`config.mk`:
```
export PLATFORM = sky130hd
export DESIGN_NAME = reg_dump_ctrl
export DESIGN_NICKNAME = d
export VERILOG_FILES = /design/src/rtl/reg_dump_ctrl.sv
export SDC_FILE = /design/constraint.sdc
export NUM_CORES = 1
export LEC_CHECK = 0
export CAP_MARGIN = 30
export CORE_MARGIN = 10
export CORE_UTILIZATION = 45
export DETAILED_ROUTE_END_ITERATION = 8
export PLACE_DENSITY = 0.79
export SYNTH_ARGS = -nofsm -noshare
export SYNTH_HDL_FRONTEND = slang
export SYNTH_SLANG_ARGS = --single-unit
```
`constraint.sdc`:
```
create_clock -name i_clock -period 2.2 [get_ports i_clock]
set_input_delay 0.33 -clock i_clock [delete_from_list [all_inputs] [get_ports i_clock]]
set_output_delay 0.33 -clock i_clock [all_outputs]
set_load 0.03 [all_outputs]
```
`src/rtl/reg_dump_ctrl.sv`:
```
// Debug register dump sequencer: walks the register file through the decode
// stage debug read port and streams each word LSB-first to the UART TX.
module reg_dump_ctrl #(
    parameter int unsigned NB_DATA = 32,
    parameter int unsigned NB_REG  = 5,
    parameter int unsigned N_REGS  = 32,
    parameter int unsigned NB_BYTE = 8
) (
    input  logic               i_clock,
    input  logic               i_reset,
    input  logic               i_start,
    input  logic               i_abort,
    input  logic [NB_DATA-1:0] i_data_reg_debug_unit,
    input  logic               i_tx_done,
    output logic               o_ctrl_read_debug_reg,
    output logic [NB_REG-1:0]  o_addr_debug_unit,
    output logic [NB_BYTE-1:0] o_tx_data,
    output logic               o_tx_start,
    output logic               o_busy,
    output logic               o_done
);

    localparam int unsigned N_BYTES = NB_DATA / NB_BYTE;
    localparam int unsigned NB_BCNT = (N_BYTES > 1) ? $clog2(N_BYTES) : 1;
    localparam logic [NB_BCNT-1:0] LAST_BYTE = NB_BCNT'(N_BYTES - 1);
    localparam logic [NB_REG-1:0]  LAST_REG  = NB_REG'(N_REGS - 1);

    typedef enum logic [2:0] {
        IDLE     = 3'd0,
        SET_ADDR = 3'd1,
        LATCH    = 3'd2,
        SEND     = 3'd3,
        WAIT_TX  = 3'd4,
        DONE     = 3'd5
    } state_t;

    state_t             state, state_next;
    logic [NB_REG-1:0]  reg_cnt, reg_cnt_next;
    logic [NB_BCNT-1:0] byte_cnt, byte_cnt_next;
    logic [NB_DATA-1:0] shift, shift_next;

    // State, counters and word shift register
    always_ff @(posedge i_clock or negedge i_reset) begin
        if (!i_reset) begin
            state    <= IDLE;
            reg_cnt  <= '0;
            byte_cnt <= '0;
            shift    <= '0;
        end else begin
            state    <= state_next;
            reg_cnt  <= reg_cnt_next;
            byte_cnt <= byte_cnt_next;
            shift    <= shift_next;
        end
    end

    // Next-state logic; abort overrides every transition
    always_comb begin
        state_next    = state;
        reg_cnt_next  = reg_cnt;
        byte_cnt_next = byte_cnt;
        shift_next    = shift;
        case (state)
            IDLE: begin
                reg_cnt_next  = '0;
                byte_cnt_next = '0;
                if (i_start) state_next = SET_ADDR;
            end
            SET_ADDR: state_next = LATCH;
            LATCH: begin
                shift_next    = i_data_reg_debug_unit;
                byte_cnt_next = '0;
                state_next    = SEND;
            end
            SEND: state_next = WAIT_TX;
            WAIT_TX: begin
                if (i_tx_done) begin
                    if (byte_cnt < LAST_BYTE) begin
                        shift_next    = shift >> NB_BYTE;
                        byte_cnt_next = byte_cnt + NB_BCNT'(1);
                        state_next    = SEND;
                    end else if (reg_cnt < LAST_REG) begin
                        reg_cnt_next = reg_cnt + NB_REG'(1);
                        state_next   = SET_ADDR;
                    end else begin
                        state_next = DONE;
                    end
                end
            end
            DONE: begin
                reg_cnt_next  = '0;
                byte_cnt_next = '0;
                state_next    = IDLE;
            end
            default: state_next = IDLE;
        endcase
        if (i_abort) begin
            state_next    = IDLE;
            reg_cnt_next  = '0;
            byte_cnt_next = '0;
        end
    end

    // Status outputs registered from the next state so they align with it
    always_ff @(posedge i_clock or negedge i_reset) begin
        if (!i_reset) begin
            o_ctrl_read_debug_reg <= 1'b0;
            o_tx_start            <= 1'b0;
            o_busy                <= 1'b0;
            o_done                <= 1'b0;
        end else begin
            o_ctrl_read_debug_reg <= state_next inside {SET_ADDR, LATCH, SEND, WAIT_TX};
            o_tx_start            <= (state_next == SEND);
            o_busy                <= (state_next != IDLE);
            o_done                <= (state_next == DONE);
        end
    end

    assign o_addr_debug_unit = reg_cnt;
    assign o_tx_data         = shift[NB_BYTE-1:0];

endmodule

```
; Word level (Yosys, flattened, before mapping)
; Index checks and enable logic that the tools add are counted.
; W data, S select, Z words.
[word_totals]
register_bits = 46
in_bits = 37
out_inout_bits = 17
word_cells = 57
[op_classes]
n_addsub = 2
n_lt_le_gt_ge = 2
n_eq_ne = 16
mux = 18
n_reduce_logical = 11
[ops]
columns = operator, count
row1 = $mux W32, 2
row2 = $pmux W32 S2, 1
row3 = $mux W5, 4
row4 = $mux W3, 5
row5 = $pmux W3 S5, 1
row6 = $eq A3 B2 Y1 const B, 4
row7 = $eq A3 B3 Y1 const B, 4
row8 = $ne A3 B3 Y1 const B, 4
row9 = $pmux W5 S2, 1
row10 = $reduce_bool A3 Y1, 3
row11 = $eq A3 B1 Y1 const B, 2
row12 = $mux W2, 3
row13 = $reduce_and A3 Y1, 2
row14 = $add A5 B1 Y5 const B, 1
row15 = $lt A5 B5 Y1 const B, 1
row16 = $ne A2 B2 Y1 const B, 2
row17 = $pmux W2 S2, 1
row18 = $reduce_and A4 Y1, 1
row19 = $reduce_bool A4 Y1, 1
row20 = $logic_not A3 Y1, 1
row21 = $reduce_or A3 Y1, 1
row22 = $add A2 B1 Y2 const B, 1
row23 = $lt A2 B2 Y1 const B, 1
row24 = $reduce_bool A2 Y1, 1
row25 = $reduce_or A2 Y1, 1

; Depth between registers and ports, before layout
[logic_depth]
ltp_word = 8
ltp_mapped = 7
mapped_depth_nobuf = 6

; Worst setup path before layout
; Ideal clock, no wire load.
[synth_timing]
path_kind = register -> register
startpoint = register reg_cnt[2], in the netlist o_addr_debug_unit[2]
endpoint = register reg_cnt[0], in the netlist o_addr_debug_unit[0]
setup_ps = 82
t_arrival_ps = 1650
required_ps = 2118
setup_slack_ps = 468
path_stages_with_launch = 5
n_path_buf = 0
synth_period_minus_slack_ps = 1732
cell_sequence = dfrtp_1 -> and3_1 -> a31o_2 -> or4_1 -> a31oi_1
[synth_between]
elab_chain_len = 3
[synth_rtl]
columns = element, line
row1 = start: declaration, 38  ; logic [NB_REG-1:0] reg_cnt, reg_cnt_next;
row2 = start signal: assignment, 51  ; reg_cnt <= reg_cnt_next;
row3 = $lt A5 B5 Y1, 82  ; end else if (reg_cnt < LAST_REG) begin
row4 = $ne A3 B3 Y1 (no source line), n/a
row5 = $reduce_and A4 Y1 (no source line), n/a
; No other way between the ends.
; A chain may end at the register's enable or synchronous reset.

; Final worst setup path
[layout_timing]
startpoint = register state[0]
endpoint = register shift[17]
[layout_between]
elab_chain_len = 3
word_cells_on_any_way = 7
cone_classes = 4 x eq/ne / 1 x mux / 2 x reduce/logical
[layout_rtl]
columns = element, line
row1 = start: declaration, 37  ; state_t state, state_next;
row2 = start signal: assignment, 50  ; state <= state_next;
row3 = $eq A3 B3 Y1 or $eq A3 B2 Y1 (tied branches), 63  ; case (state)
row4 = $ne A2 B2 Y1 (no source line) or $reduce_bool A2 Y1 (tied branches), n/a
row5 = $reduce_and A3 Y1 (no source line), n/a
row6 = end signal: assignment, 53  ; shift <= shift_next;
row7 = end: declaration, 40  ; logic [NB_DATA-1:0] shift, shift_next;
; Parallel ways exist; a longest one is shown, timed or not.

==> results.json <==
{
  "numPlacedInstances": 332,
  "fin_cells": 341,
  "synth_xor_area_frac": 0.00382,
  "synthTopCellsByArea": "dfrtp_1 50%, mux2i_1 11%, nand2_1 5.9%, o21ai_0 5.5%, buf_4 3.9%",
  "place_area_sq_um": 2850,
  "multi_input_comb_area_sq_um": 991,
  "synth_nets": 261,
  "grt.busiest_layer": "met2",
  "clock-root-buffer": "clkbuf_8",
  "synth_compound_area_frac": 0.154,
  "crit_arrival_ns": 2.07,
  "crit_type": "register to register",
  "viasPerCell": 5.12,
  "synth_commonest_cells": "46 x dfrtp_1, 36 x nand2_1, 26 x mux2i_1",
  "peakVddDrop_mv": 0.517,
  "grt_pass1_vias": 1770,
  "critical_path.max_stage_delay_ns": 0.53,
  "syn_area_sq_um": 2290,
  "outcome": "finished clean",
  "post-route-period-util": 0.870,
  "worst_setup_path_start_kind": "register",
  "clk-insertion-delay-late_ns": 0.30,
  "synth_seq_area_share": 0.502,
  "critPathTopFamily": "simple AND/OR/NAND/NOR gates",
  "path_clk_slew_ns": 0.09,
  "ys_ff_latch": 46,
  "drt_wl_total_mm": 5.12,
  "area_delta_synth_final_pct": 29.4,
  "ys.flop_type": "dfrtp_1",
  "post_cts_buffers": 0,
  "syn_inst": 222,
  "yosysMostFrequentCell": "dfrtp_1",
  "fin_tns_setup_ns": 0,
  "fp.dieW_microns": 91.4,
  "fin_crit_ns": 1.91,
  "coreArea_sq_um": 4820,
  "synth_edf_count": 0,
  "p_leak_nw": 1.44,
  "drt_iter0_drc": 89,
  "maxCapViolCount": 0,
  "grt_usage": 0.122,
  "yosysUniqueCellTypes": 41,
  "fin_nets": 312,
  "critPathMaxFanout": 56,
  "grt_setup_unrepaired": "false",
  "largest_reg_flops": 32,
  "avgSynthCellArea_sq_um": 10.3,
  "slew_viol_final": 0,
  "worstMarginPinSlew_ns": 0.485,
  "hold_viol": 0,
  "path_cells": "or3b_1, o22ai_4, buf_4, o21ai_0",
  "synth.mux.area_fraction": 0.113,
  "cts_buffers": 5,
  "layout-drive-gt1-share": 0.0803,
  "min_path_type": "input pin to asynchronous set/reset pin",
  "crit_slowest_cell": "or3b_1",
  "detail_route.wl_per_cell_microns": 15.0,
  "cts_resized": 0,
  "start_util": 0.476,
  "grt_start_max_net_pins": 57,
  "crit_path_end_kind": "register",
  "firstDrtPassIters": 4,
  "path_buf_inv": 1,
  "vias": 1745,
  "route.detailed.drc": 0,
  "finalSetupViolCount": 0,
  "globalRouteMet2Util": 0.194,
  "ant_nets": 0,
  "antenna_found_initial": 0,
  "cp.required_ns": 2.36,
  "row_count": 25,
  "tritoncts": "yes",
  "clockBufferDepth": 2,
  "synth_area_leader_cell": "dfrtp_1",
  "numClockSinks": 46,
  "gr-usage-met3": 0.0387,
  "hold_buffers": 1,
  "final_core_util": 0.616,
  "dp_hpwl_mm": 3.81,
  "htreeDepth": 2,
  "p_total_mw": 2.74,
  "power_density_nw_per_um2": 924,
  "max_clock_freq_mhz": 522,
  "finClkSkew_ns": 0.00526,
  "fillers": 427,
  "use_met1": 0.152,
  "yosysWarnings": 0,
  "top_register": "shift",
  "ioPinCount": 54,
  "synthSimpleGateAreaFrac": 0.146,
  "insertedDiodeCount": 0,
  "final_area_sq_um": 2970,
  "dieArea_sq_um": 8360,
  "ff_latch_area_sq_um": 1150,
  "synth_top_area_frac": 0.502,
  "grt_overflow": 0,
  "synth-async-reset-ratio": 1.00,
  "grt_pass1_wl_mm": 8.49,
  "relSlewSlack": 0.672,
  "port_buffers": 53,
  "die_height_microns": 91.4,
  "synth_top_family_by_area": "compound AO/OA/AOI/OAI gates",
  "synth_adder_area_share": 0.0109,
  "routabilityCongestion": 0.811
}
## area by class of cell
class,instances,share of cell area
clock inverter,2,0.0126
sequential,46,0.388
inverter,4,0.00506
timing repair buffer,65,0.208
tap,67,0.0282
multi-input combinational,151,0.334
clock buffer,6,0.0244
## worst paths after layout
kind	startpoint	endpoint	slack, ns	depth (start not counted)
max	state[0]$_DFF_PN0_	shift[17]$_DFFE_PN0P_	0.29	4
min	i_reset	o_addr_debug_unit[4]$_DFFE_PN0P_	0.47	2
max reg2reg	state[0]$_DFF_PN0_	shift[17]$_DFFE_PN0P_	0.29	4
min reg2reg	shift[4]$_DFFE_PN0P_	shift[4]$_DFFE_PN0P_	0.48	2
max in group asynchronous	i_reset	o_ctrl_read_debug_reg$_DFF_PN0_	1.19	3
min in group i_clock	shift[4]$_DFFE_PN0P_	shift[4]$_DFFE_PN0P_	0.48	2
## cells by family after synthesis
kind of cell             after synthesis
buffers and inverters                 25
AO/OA/AOI/OAI                         55
XOR/XNOR                               1
adder cells (fa/ha/maj)                2
flip-flops                            46
multiplexers                          26
AND/OR/NAND/NOR                       67
## power breakdown
group          internal (mW)  switching [mW]  leakage [nW]
sequential              1.14           0.165         0.590
combinational          0.382           0.431         0.803
clock                  0.339           0.284        0.0514
## layout by cell type (no fill, tap or decap), drive strengths merged, types with 5 or more instances in the layout
| master | netlist | routed |
|---|---|---|
| nand3 | 5 | 5 |
| nor2 | 5 | 5 |
| buf | 19 | 12 |
| mux2i | 26 | 26 |
| nand2 | 36 | 36 |
| o21ai | 25 | 25 |
| clkdlybuf4s50 | 0 | 52 |
| dfrtp | 46 | 46 |
| a22o | 8 | 8 |
| clkbuf | 2 | 6 |
## layer usage
metal	vias to the layer above	wire length [microns]
met1	809	2370
met3	9	262
met2	42	2410
li1	885	-
met5	-	0
met4	0	82
## stage by stage
| stage | hold WS, ns | worst slack, ns |
|---|---|---|
| 2_1_floorplan | 0.0344 | 0.468 |
| 3_3_place_gp | 0.269 | 0.318 |
| 3_5_place_dp | 0.269 | 0.266 |
| 4_1_cts | 0.477 | 0.291 |
| 5_1_grt | 0.525 | 0.144 |
| 6_report | 0.469 | 0.285 |
No activity file was read; power rests on OpenSTA's default activity.
